--- src/rtl/opb_register_simulink2ppc_if.sv ---
// OPB slave-side bus bundle for the simulink->PPC software register.
// Bit 0 is the MSB on every bus vector, matching OPB numbering.
interface opb_register_simulink2ppc_if #(
    parameter int AWIDTH = 32,
    parameter int DWIDTH = 32
);
    logic [0:AWIDTH-1]   OPB_ABus;
    logic [0:DWIDTH/8-1] OPB_BE;
    logic [0:DWIDTH-1]   OPB_DBus;
    logic                OPB_RNW;
    logic                OPB_select;
    logic                OPB_seqAddr;
    logic [0:DWIDTH-1]   Sl_DBus;
    logic                Sl_errAck;
    logic                Sl_retry;
    logic                Sl_toutSup;
    logic                Sl_xferAck;

    modport master (
        output OPB_ABus, OPB_BE, OPB_DBus, OPB_RNW, OPB_select, OPB_seqAddr,
        input  Sl_DBus, Sl_errAck, Sl_retry, Sl_toutSup, Sl_xferAck
    );

    modport slave (
        input  OPB_ABus, OPB_BE, OPB_DBus, OPB_RNW, OPB_select, OPB_seqAddr,
        output Sl_DBus, Sl_errAck, Sl_retry, Sl_toutSup, Sl_xferAck
    );
endinterface

--- src/rtl/opb_register_simulink2ppc.sv ---
// Fabric->PPC OPB software register with DATA / STATUS / CTRL words.
// Define S2P_HOLD_EN to hold an unread word instead of overwriting it.
module opb_register_simulink2ppc #(
    parameter logic [31:0] C_BASEADDR   = 32'h01000600,
    parameter logic [31:0] C_HIGHADDR   = 32'h010006FF,
    parameter int          C_OPB_AWIDTH = 32,
    parameter int          C_OPB_DWIDTH = 32,
    parameter              C_FAMILY     = "virtex5"
) (
    input  logic                         OPB_Clk,
    input  logic                         OPB_Rst,
    opb_register_simulink2ppc_if.slave   opb,
    input  logic [31:0]                  user_data_in,
    input  logic                         user_data_valid,
    output logic                         user_data_taken
);
    localparam int unused_family_len = $bits(C_FAMILY);

    typedef enum logic [1:0] {IDLE, DEC, ACK, HOLD} state_t;

    state_t                    state, state_nx;
    logic [C_OPB_AWIDTH-1:0]   addr;
    logic [C_OPB_AWIDTH-1:0]   ofs_full;
    logic [C_OPB_DWIDTH-1:0]   wdata;
    logic [C_OPB_DWIDTH-1:0]   rdata;
    logic                      hit;
    logic [7:0]                ofs_q;
    logic                      rnw_q;
    logic                      xfer_ack, tout_sup, rd_data_ack, ctrl_clr;

    logic [31:0]               data_q;
    logic                      fresh_q, ovf_q;
    logic [15:0]               cnt_q;
    logic [31:0]               status;
    logic                      unused_bits;

    // Bus vectors are MSB-at-0, so a plain assignment gives bus[0] = reg[31].
    assign addr     = opb.OPB_ABus;
    assign wdata    = opb.OPB_DBus;
    assign hit      = opb.OPB_select && (addr >= C_BASEADDR) && (addr <= C_HIGHADDR);
    assign ofs_full = addr - C_BASEADDR;
    assign status   = {fresh_q, ovf_q, 14'b0, cnt_q};

    assign unused_bits = ^{opb.OPB_BE, opb.OPB_seqAddr, wdata[31:1], ofs_full[31:8]};

    always_ff @(posedge OPB_Clk) begin
        if (OPB_Rst) state <= IDLE;
        else         state <= state_nx;
    end

    always_comb begin
        state_nx = state;
        case (state)
            IDLE: if (hit) state_nx = DEC;
            // Dropping select before the ack aborts with no side effects.
            DEC:  state_nx = opb.OPB_select ? ACK : IDLE;
            ACK:  state_nx = HOLD;
            HOLD: if (!opb.OPB_select) state_nx = IDLE;
            default: state_nx = IDLE;
        endcase
    end

    always_comb begin
        xfer_ack    = (state == ACK);
        tout_sup    = (state == DEC);
        rd_data_ack = xfer_ack && rnw_q && (ofs_q == 8'h00);
        ctrl_clr    = xfer_ack && !rnw_q && (ofs_q == 8'h08) && wdata[0];
        rdata       = '0;
        if (xfer_ack && rnw_q) begin
            case (ofs_q)
                8'h00:   rdata = data_q;
                8'h04:   rdata = status;
                default: rdata = '0;
            endcase
        end
    end

    always_ff @(posedge OPB_Clk) begin
        if (OPB_Rst) begin
            ofs_q <= '0;
            rnw_q <= 1'b0;
        end else if (state == DEC) begin
            ofs_q <= ofs_full[7:0];
            rnw_q <= opb.OPB_RNW;
        end
    end

    always_ff @(posedge OPB_Clk) begin
        if (OPB_Rst) begin
            data_q  <= '0;
            fresh_q <= 1'b0;
            ovf_q   <= 1'b0;
            cnt_q   <= '0;
        end else begin
`ifdef S2P_HOLD_EN
            // An unread word is kept; late words only count and flag overflow.
            if (user_data_valid && !fresh_q) data_q <= user_data_in;
            if (user_data_valid && !fresh_q) fresh_q <= 1'b1;
            else if (rd_data_ack)            fresh_q <= 1'b0;
            if (ctrl_clr)                        ovf_q <= 1'b0;
            else if (user_data_valid && fresh_q) ovf_q <= 1'b1;
`else
            if (user_data_valid) data_q <= user_data_in;
            if (user_data_valid)  fresh_q <= 1'b1;
            else if (rd_data_ack) fresh_q <= 1'b0;
            // A word read in the same cycle it is replaced is not lost.
            if (ctrl_clr)                                        ovf_q <= 1'b0;
            else if (user_data_valid && fresh_q && !rd_data_ack) ovf_q <= 1'b1;
`endif
            if (ctrl_clr)             cnt_q <= {15'b0, user_data_valid};
            else if (user_data_valid) cnt_q <= cnt_q + 16'd1;
        end
    end

    assign opb.Sl_DBus    = rdata;
    assign opb.Sl_errAck  = 1'b0;
    assign opb.Sl_retry   = 1'b0;
    assign opb.Sl_toutSup = tout_sup;
    assign opb.Sl_xferAck = xfer_ack;
    assign user_data_taken = rd_data_ack;
endmodule

--- src/flat_wrapper.sv ---
// flat-port wrapper written by rule: the top's interface ports become plain ports
module opb_register_simulink2ppc_flat 
#(
    parameter logic [31:0] C_BASEADDR   = 32'h01000600,
    parameter logic [31:0] C_HIGHADDR   = 32'h010006FF,
    parameter int          C_OPB_AWIDTH = 32,
    parameter int          C_OPB_DWIDTH = 32,
    parameter              C_FAMILY     = "       "
)
  (OPB_Clk, OPB_Rst, user_data_in, user_data_valid, user_data_taken, opb_OPB_ABus, opb_OPB_BE, opb_OPB_DBus, opb_OPB_RNW, opb_OPB_select, opb_OPB_seqAddr, opb_Sl_DBus, opb_Sl_errAck, opb_Sl_retry, opb_Sl_toutSup, opb_Sl_xferAck);
  opb_register_simulink2ppc_if opb_i ();
  input  logic OPB_Clk;
  input  logic OPB_Rst;
  input  logic [31:0] user_data_in;
  input  logic user_data_valid;
  output logic user_data_taken;
  input wire logic [$bits(opb_i.OPB_ABus)-1:0] opb_OPB_ABus;
  input wire logic [$bits(opb_i.OPB_BE)-1:0] opb_OPB_BE;
  input wire logic [$bits(opb_i.OPB_DBus)-1:0] opb_OPB_DBus;
  input wire logic [$bits(opb_i.OPB_RNW)-1:0] opb_OPB_RNW;
  input wire logic [$bits(opb_i.OPB_select)-1:0] opb_OPB_select;
  input wire logic [$bits(opb_i.OPB_seqAddr)-1:0] opb_OPB_seqAddr;
  output wire logic [$bits(opb_i.Sl_DBus)-1:0] opb_Sl_DBus;
  output wire logic [$bits(opb_i.Sl_errAck)-1:0] opb_Sl_errAck;
  output wire logic [$bits(opb_i.Sl_retry)-1:0] opb_Sl_retry;
  output wire logic [$bits(opb_i.Sl_toutSup)-1:0] opb_Sl_toutSup;
  output wire logic [$bits(opb_i.Sl_xferAck)-1:0] opb_Sl_xferAck;
  assign opb_i.OPB_ABus = opb_OPB_ABus;
  assign opb_i.OPB_BE = opb_OPB_BE;
  assign opb_i.OPB_DBus = opb_OPB_DBus;
  assign opb_i.OPB_RNW = opb_OPB_RNW;
  assign opb_i.OPB_select = opb_OPB_select;
  assign opb_i.OPB_seqAddr = opb_OPB_seqAddr;
  assign opb_Sl_DBus = opb_i.Sl_DBus;
  assign opb_Sl_errAck = opb_i.Sl_errAck;
  assign opb_Sl_retry = opb_i.Sl_retry;
  assign opb_Sl_toutSup = opb_i.Sl_toutSup;
  assign opb_Sl_xferAck = opb_i.Sl_xferAck;
  opb_register_simulink2ppc #(.C_BASEADDR(C_BASEADDR), .C_HIGHADDR(C_HIGHADDR), .C_OPB_AWIDTH(C_OPB_AWIDTH), .C_OPB_DWIDTH(C_OPB_DWIDTH), .C_FAMILY(C_FAMILY)) u_core (.OPB_Clk(OPB_Clk), .OPB_Rst(OPB_Rst), .opb(opb_i), .user_data_in(user_data_in), .user_data_valid(user_data_valid), .user_data_taken(user_data_taken));
endmodule
--- config.mk ---
export PLATFORM = sky130hd
export DESIGN_NAME = opb_register_simulink2ppc_flat
export DESIGN_NICKNAME = d
export VERILOG_FILES = /design/src/rtl/opb_register_simulink2ppc_if.sv /design/src/rtl/opb_register_simulink2ppc.sv /design/src/flat_wrapper.sv
export SDC_FILE = /design/constraint.sdc
export NUM_CORES = 1
export LEC_CHECK = 0
export CELL_PAD_IN_SITES_DETAIL_PLACEMENT = 0
export CELL_PAD_IN_SITES_GLOBAL_PLACEMENT = 2
export CORE_MARGIN = 2
export CORE_UTILIZATION = 22
export DETAILED_ROUTE_END_ITERATION = 16
export PLACE_DENSITY = 0.88
export SKIP_CTS_REPAIR_TIMING = 1
export SLEW_MARGIN = 20
export SYNTH_ARGS = -nofsm -noshare
export SYNTH_HDL_FRONTEND = slang
export SYNTH_SLANG_ARGS = --single-unit
--- constraint.sdc ---
create_clock -name OPB_Clk -period 1.75 [get_ports OPB_Clk]
set_input_delay 0.35 -clock OPB_Clk [delete_from_list [all_inputs] [get_ports OPB_Clk]]
set_output_delay 0.35 -clock OPB_Clk [all_outputs]
set_load 0.05 [all_outputs]
Word-level counts from Yosys, hierarchy flattened:

Index checks and enable logic that the tools add are counted.

* multiplexer cells: 10
* order comparisons: 2
* equality and inequality tests: 7
* reductions and logical operators: 17
* $add $sub $neg: 2

Operators with widths (number)
* $pmux W32 S2: 1
* $ge A32 B25 Y1 const B: 1
* $le A32 B25 Y1 const B: 1
* $mux W32: 1
* $add A16 B1 Y16 const B: 1
* $logic_and A1 B1 Y1: 9
* $eq A8 B3 Y1 const B: 1
* $eq A8 B4 Y1 const B: 1
* $logic_not A8 Y1: 1
* $pmux W2 S4: 1
* $sub A8 B1 Y8 const B: 1
* $mux W2: 3
* $eq A2 B2 Y1 const B: 2
* $mux W1: 4
* $reduce_bool A2 Y1: 2
* $eq A2 B1 Y1 const B: 1
* $logic_not A1 Y1: 2
* $logic_not A2 Y1: 1
* $ne A2 B1 Y1 const B: 1
* $ne A2 B2 Y1 const B: 1
* $reduce_and A2 Y1: 1
* $reduce_or A2 Y1: 1

* logic and storage cells: 46
* register bits after elaboration: 61
* input port bits: 106
* output and inout port bits: 37

Longest topological paths before layout:

Gate-level depths: netlist (run 1).

* word-level depth: 5
* gate-level depth with buffers: 5
* mapped depth without buffers: 5

Least setup slack after synthesis (run 1):

Ideal clock, no wire load.

* path kind: flip-flop to output port
* start point: reg u_core.state[0]
* end point: out opb_Sl_DBus[10]
* buffers on the path: 1
* arrival: 1771 ps
* slack: -371 ps
* cell stages (with the launch flop): 5
* path through: dfxtp_1 nor4b_4 nand3_2 buf_2 nor2_1

* word-level cells in the longest chain between the ends: 3

RTL lines
* start, declared: line opb_register_simulink2ppc.sv:21 `state_t state, state_nx;`
* start signal, assigned: line opb_register_simulink2ppc.sv:48 `else state <= state_nx;`
* $eq A2 B2 Y1: line opb_register_simulink2ppc.sv:64 `xfer_ack = (state == ACK);`
* $logic_and A1 B1 Y1: line opb_register_simulink2ppc.sv:69 `if (xfer_ack && rnw_q) begin`
* $mux W32: line opb_register_simulink2ppc.sv:69
* end, declared: line flat_wrapper.sv:23 `output wire logic [$bits(opb_i.Sl_DBus)-1:0] opb_Sl_DBus;`

No other way between the ends.

Final worst setup path (run 1):

* start point: reg u_core.ofs_q[7]
* end point: out opb_Sl_DBus[18]

* word-level cells in the longest chain between the ends: 3

RTL lines
* start, declared: line opb_register_simulink2ppc.sv:27 `logic [7:0] ofs_q;`
* start signal, assigned: line opb_register_simulink2ppc.sv:83 `ofs_q <= ofs_full[7:0];`
* $eq A8 B3 Y1 or $logic_not A8 Y1 (tied branches): line opb_register_simulink2ppc.sv:70 `case (ofs_q)`
* $pmux W32 S2 *: line opb_register_simulink2ppc.sv:70
* $mux W32 *: line opb_register_simulink2ppc.sv:69

Mark *: on every way between the ends. The rest lies on a longest branch, timed or not.

==> flow_summary.yaml, run 1 <==
outcome:
  status: "finished, violations left"
  failed_checks: "negative setup slack"
routing:
  routed_wl_mm: 7.78
  drt_pass1_iterations: 8
  wire_length_per_cell_um: 12.8
  route.vias.total: 2560
  post-route-drc-count: 0
  vias_per_cell: 4.20
  detail_route.iter0.violations: 90
  drt.antenna.violating_nets: 0
yosys:
  ys_seq_area_frac: 0.435
  fraction_of_registers_with_async_set_or_reset_after_synthesis: 0
  ys_ff_latch: 61
  synth_xor_xnor_area_share: 0.0374
  synth_simple_gate_area_frac: 0.259
  synth.lib_cells_used.distinct: 38
  synth_area_leaders: "sky130_fd_sc_hd__dfxtp_1, sky130_fd_sc_hd__mux2i_1, sky130_fd_sc_hd__nor2_1"
  syn-instance-count: 311
  average_footprint_of_a_synthesized_cell_um2: 9.04
  main_combinational_cell_family_by_area_after_synthesis: "simple AND/OR/NAND/NOR gates"
  synthesis.area_um2: 2810
  synth_compound_area_frac: 0.0414
  post_synth_mux_area_share: 0.182
  yosys-top-cells-count: "sky130_fd_sc_hd__nor2_1, sky130_fd_sc_hd__dfxtp_1, sky130_fd_sc_hd__mux2i_1"
  synth.most_common_cell: "sky130_fd_sc_hd__nor2_1"
  netlist.area_leader.share: 0.435
  synthesis.yosys.warnings: 0
  yosys.area.top_type: "sky130_fd_sc_hd__dfxtp_1"
  synth_ff_type: "sky130_fd_sc_hd__dfxtp_1"
  synth-edff-count: 0
  synth_fa_ha_area_frac: 0.00445
timing:
  timing.final.ws_setup_ns: -0.302
  clock.fmax_mhz: 487
  holdWs_ns: 0.471
  crit_share_post_route: 1.17
  slew_viol_final: 0
  rsz0062_at_grt: "yes"
  clock-skew-final_ns: 0.00426
  min_period_ns: 2.05
  timing_hold_violations_final: 0
  report.final.setup_viol: 33
worst_setup_path:
  maximum_net_fanout_on_the_critical_path: 15
  crit_chain: "nor4b_4 > and4b_2 > buf_12 > and2_2 > buf_6"
  critical_path_class: "flop to primary output"
  path_buf_inv: 2
  cpLargestDelayFamily: "simple AND/OR/NAND/NOR gates"
  critPathArrivalTime_ns: 1.70
  critical_path.endpoint_type: "primary output"
  cp-start-kind: "flop"
  max_stage_delay_ns: 0.33
  timing.critical_path.slowest_stage_cell: "sky130_fd_sc_hd__dfxtp_2"
  critical_path_required_ns: 1.40
floorplan:
  floorplan.die.width_um: 117
  fp.coreArea_um2: 12600
  ioPinCount: 143
  standard_cell_rows: 41
  die-area_um2: 13700
  die_y_um: 117
  start_util: 0.224
cells_and_area:
  area_growth_pct: 76.1
  finish.instance_area_um2: 4950
  design.final.nets: 539
  instances_no_fill: 609
  antenna_cells_inserted: 0
  num-fill-cells: 1217
  final_core_utilization: 0.394
  ratio_of_cells_with_drive_above_1_in_the_final_layout: 0.281
cts:
  maximum_clock_insertion_buffer_count: 2
  htree_num_levels: 3
  clock_sink_count: 61
  worst_skew_late_latency_ns: 0.32
  clk_pin_slew_ns: 0.05
  cts_tree: "done"
  cts_root_buf: "sky130_fd_sc_hd__clkbuf_16"
  cts_made_buffers: 9
place:
  dpl_cell_area_um2: 4380
  post-dp-hpwl_mm: 5.57
  placement.setup.worst_slack_ns: -0.143
  gp_congestion: 0.736
  dpl.cell_count: 591
  portBuffers: 104
global_routing:
  leftover_overflow_at_the_end_of_global_routing: 0
  grt_use_met1: 0.131
  antenna_found_initial: 0
  grt_pass1_wl_mm: 12.2
  global_route_met2_utilization: 0.196
  grt_use_total: 0.115
  maximum_number_of_pins_on_one_net_before_global_route_repair: 25
  grt-busiest-layer: "met2"
  global_route.usage.met3: 0.0541
  via_count_of_the_first_global_routing_pass: 2523
pwr:
  fraction_of_power_consumed_by_the_clock_network: 0.473
  net-switching-power_mw: 0.766
  p_seq_frac: 0.428
  p_per_area_nw_per_um2: 696
  power_leakage_nw: 1.86
  cellInternalPower_mw: 2.68
  power_share_of_the_combinational_group: 0.099
  power.share.switching: 0.222
  peakVddDrop_v: 0.000380
hold_path:
  hp_class: "flop to flop"
run:
  maxCapViolCount: 0
-- per-stage QoR --
stage / total power, mW / TNS [ns]
after floorplan: 1.64 / -3.19
after global placement: 1.82 / -1.17
after detailed placement: 1.83 / -0.303
after CTS: 3.48 / -11.43
after global routing: 3.62 / -11.54
final: 3.44 / -8.73
-- cell type report --
cell class / count / area (um^2) / area share
multi-input cells: 229 / 1660 / 0.334
repair buffers: 127 / 1560 / 0.315
flip-flops and latches: 61 / 1220 / 0.247
clock inverters: 4 / 22.5 / 0.00455
inverters: 4 / 15.0 / 0.00303
well taps: 172 / 215 / 0.0435
clock buffers: 12 / 256 / 0.0518
-- path summary, 6_finish.rpt --
check                                      from  slack, ns               to  cells after the start
worst min register to register  u_core.ofs_q[3]       0.47  u_core.ofs_q[3]                      2
worst max-delay path            u_core.ofs_q[7]      -0.30  opb_Sl_DBus[18]                      5
worst min-delay path            u_core.ofs_q[3]       0.47  u_core.ofs_q[3]                      2
worst max register to register  u_core.cnt_q[0]       0.22  u_core.cnt_q[8]                      4
-- registers in the layout, indices dropped and copies added, names as in the netlist, named ones only --
signal,count
u_core.ovf_q,1
u_core.data_q,32
u_core.rnw_q,1
u_core.cnt_q,16
u_core.fresh_q,1
u_core.state,1
u_core.ofs_q,8
-- power by group through the flow --
stage               combinational [mW]  clock [mW]  sequential, mW
floorplan                        0.149           0            1.49
global placement                 0.325           0            1.50
detailed placement               0.333           0            1.50
CTS                              0.334        1.68            1.47
global route                     0.372        1.77            1.48
finish                           0.341        1.63            1.47
-- routing by layer --
layer  vias to the layer above  routed length (um)
li1                       1300                   -
met1                      1197                3330
met2                        61                3930
met3                         2                 479
met4                         0                  31
met5                         -                   0
-- worst reg2reg max path, delay by kind of cell, from the launching register on --
kind                     cells  cell delay (ns)
AO/OA/AOI/OAI                1             0.15
adder cells (fa/ha/maj)      1             0.22
flip-flops                   1             0.41
AND/OR/NAND/NOR              2             0.68
-- layout by cell type, fill, tap and decap left out, types with 10 or more instances in the layout --
cell type                         instances
sky130_fd_sc_hd__buf_8                   13
sky130_fd_sc_hd__a21oi_1                 15
sky130_fd_sc_hd__nand2_1                 26
sky130_fd_sc_hd__nor2_4                  18
sky130_fd_sc_hd__buf_12                  26
sky130_fd_sc_hd__nor2_1                  44
sky130_fd_sc_hd__and2_4                  12
sky130_fd_sc_hd__mux2i_1                 51
sky130_fd_sc_hd__dfxtp_1                 58
sky130_fd_sc_hd__clkdlybuf4s50_1         67
sky130_fd_sc_hd__clkbuf_16               10
sky130_fd_sc_hd__buf_4                   17
-- cell families (layout without fill, tap and decap cells) --
family | after synthesis | in the layout
flip-flops | 61 | 61
AO/OA/AOI/OAI | 22 | 22
other | 1 | 2
adder cells (fa/ha/maj) | 1 | 1
buffers and inverters | 22 | 147
AND/OR/NAND/NOR | 141 | 141
XOR/XNOR | 12 | 12
multiplexers | 51 | 51
(Power assumes the default switching activity.)
==> run 2, diff against run 1 <==
--- a/config.mk
+++ b/config.mk
@@ -5,6 +5,7 @@
 export SDC_FILE = /design/constraint.sdc
 export NUM_CORES = 1
 export LEC_CHECK = 0
+export ABC_CLOCK_PERIOD_IN_PS = 1750
 export CELL_PAD_IN_SITES_DETAIL_PLACEMENT = 0
 export CELL_PAD_IN_SITES_GLOBAL_PLACEMENT = 2
 export CORE_MARGIN = 2
@@ -12,7 +13,6 @@
 export DETAILED_ROUTE_END_ITERATION = 16
 export PLACE_DENSITY = 0.88
 export SKIP_CTS_REPAIR_TIMING = 1
-export SLEW_MARGIN = 20
 export SYNTH_ARGS = -nofsm -noshare
 export SYNTH_HDL_FRONTEND = slang
 export SYNTH_SLANG_ARGS = --single-unit
==> results of run 2 <==
No change in the layout: final DEF, timing and power equal those of run 1.
==> run 3, diff against run 2 <==
--- a/config.mk
+++ b/config.mk
@@ -13,6 +13,7 @@
 export DETAILED_ROUTE_END_ITERATION = 16
 export PLACE_DENSITY = 0.88
 export SKIP_CTS_REPAIR_TIMING = 1
+export SLEW_MARGIN = 20
 export SYNTH_ARGS = -nofsm -noshare
 export SYNTH_HDL_FRONTEND = slang
 export SYNTH_SLANG_ARGS = --single-unit
==> results of run 3 <==
No change in the layout: final DEF, timing and power equal those of run 1.
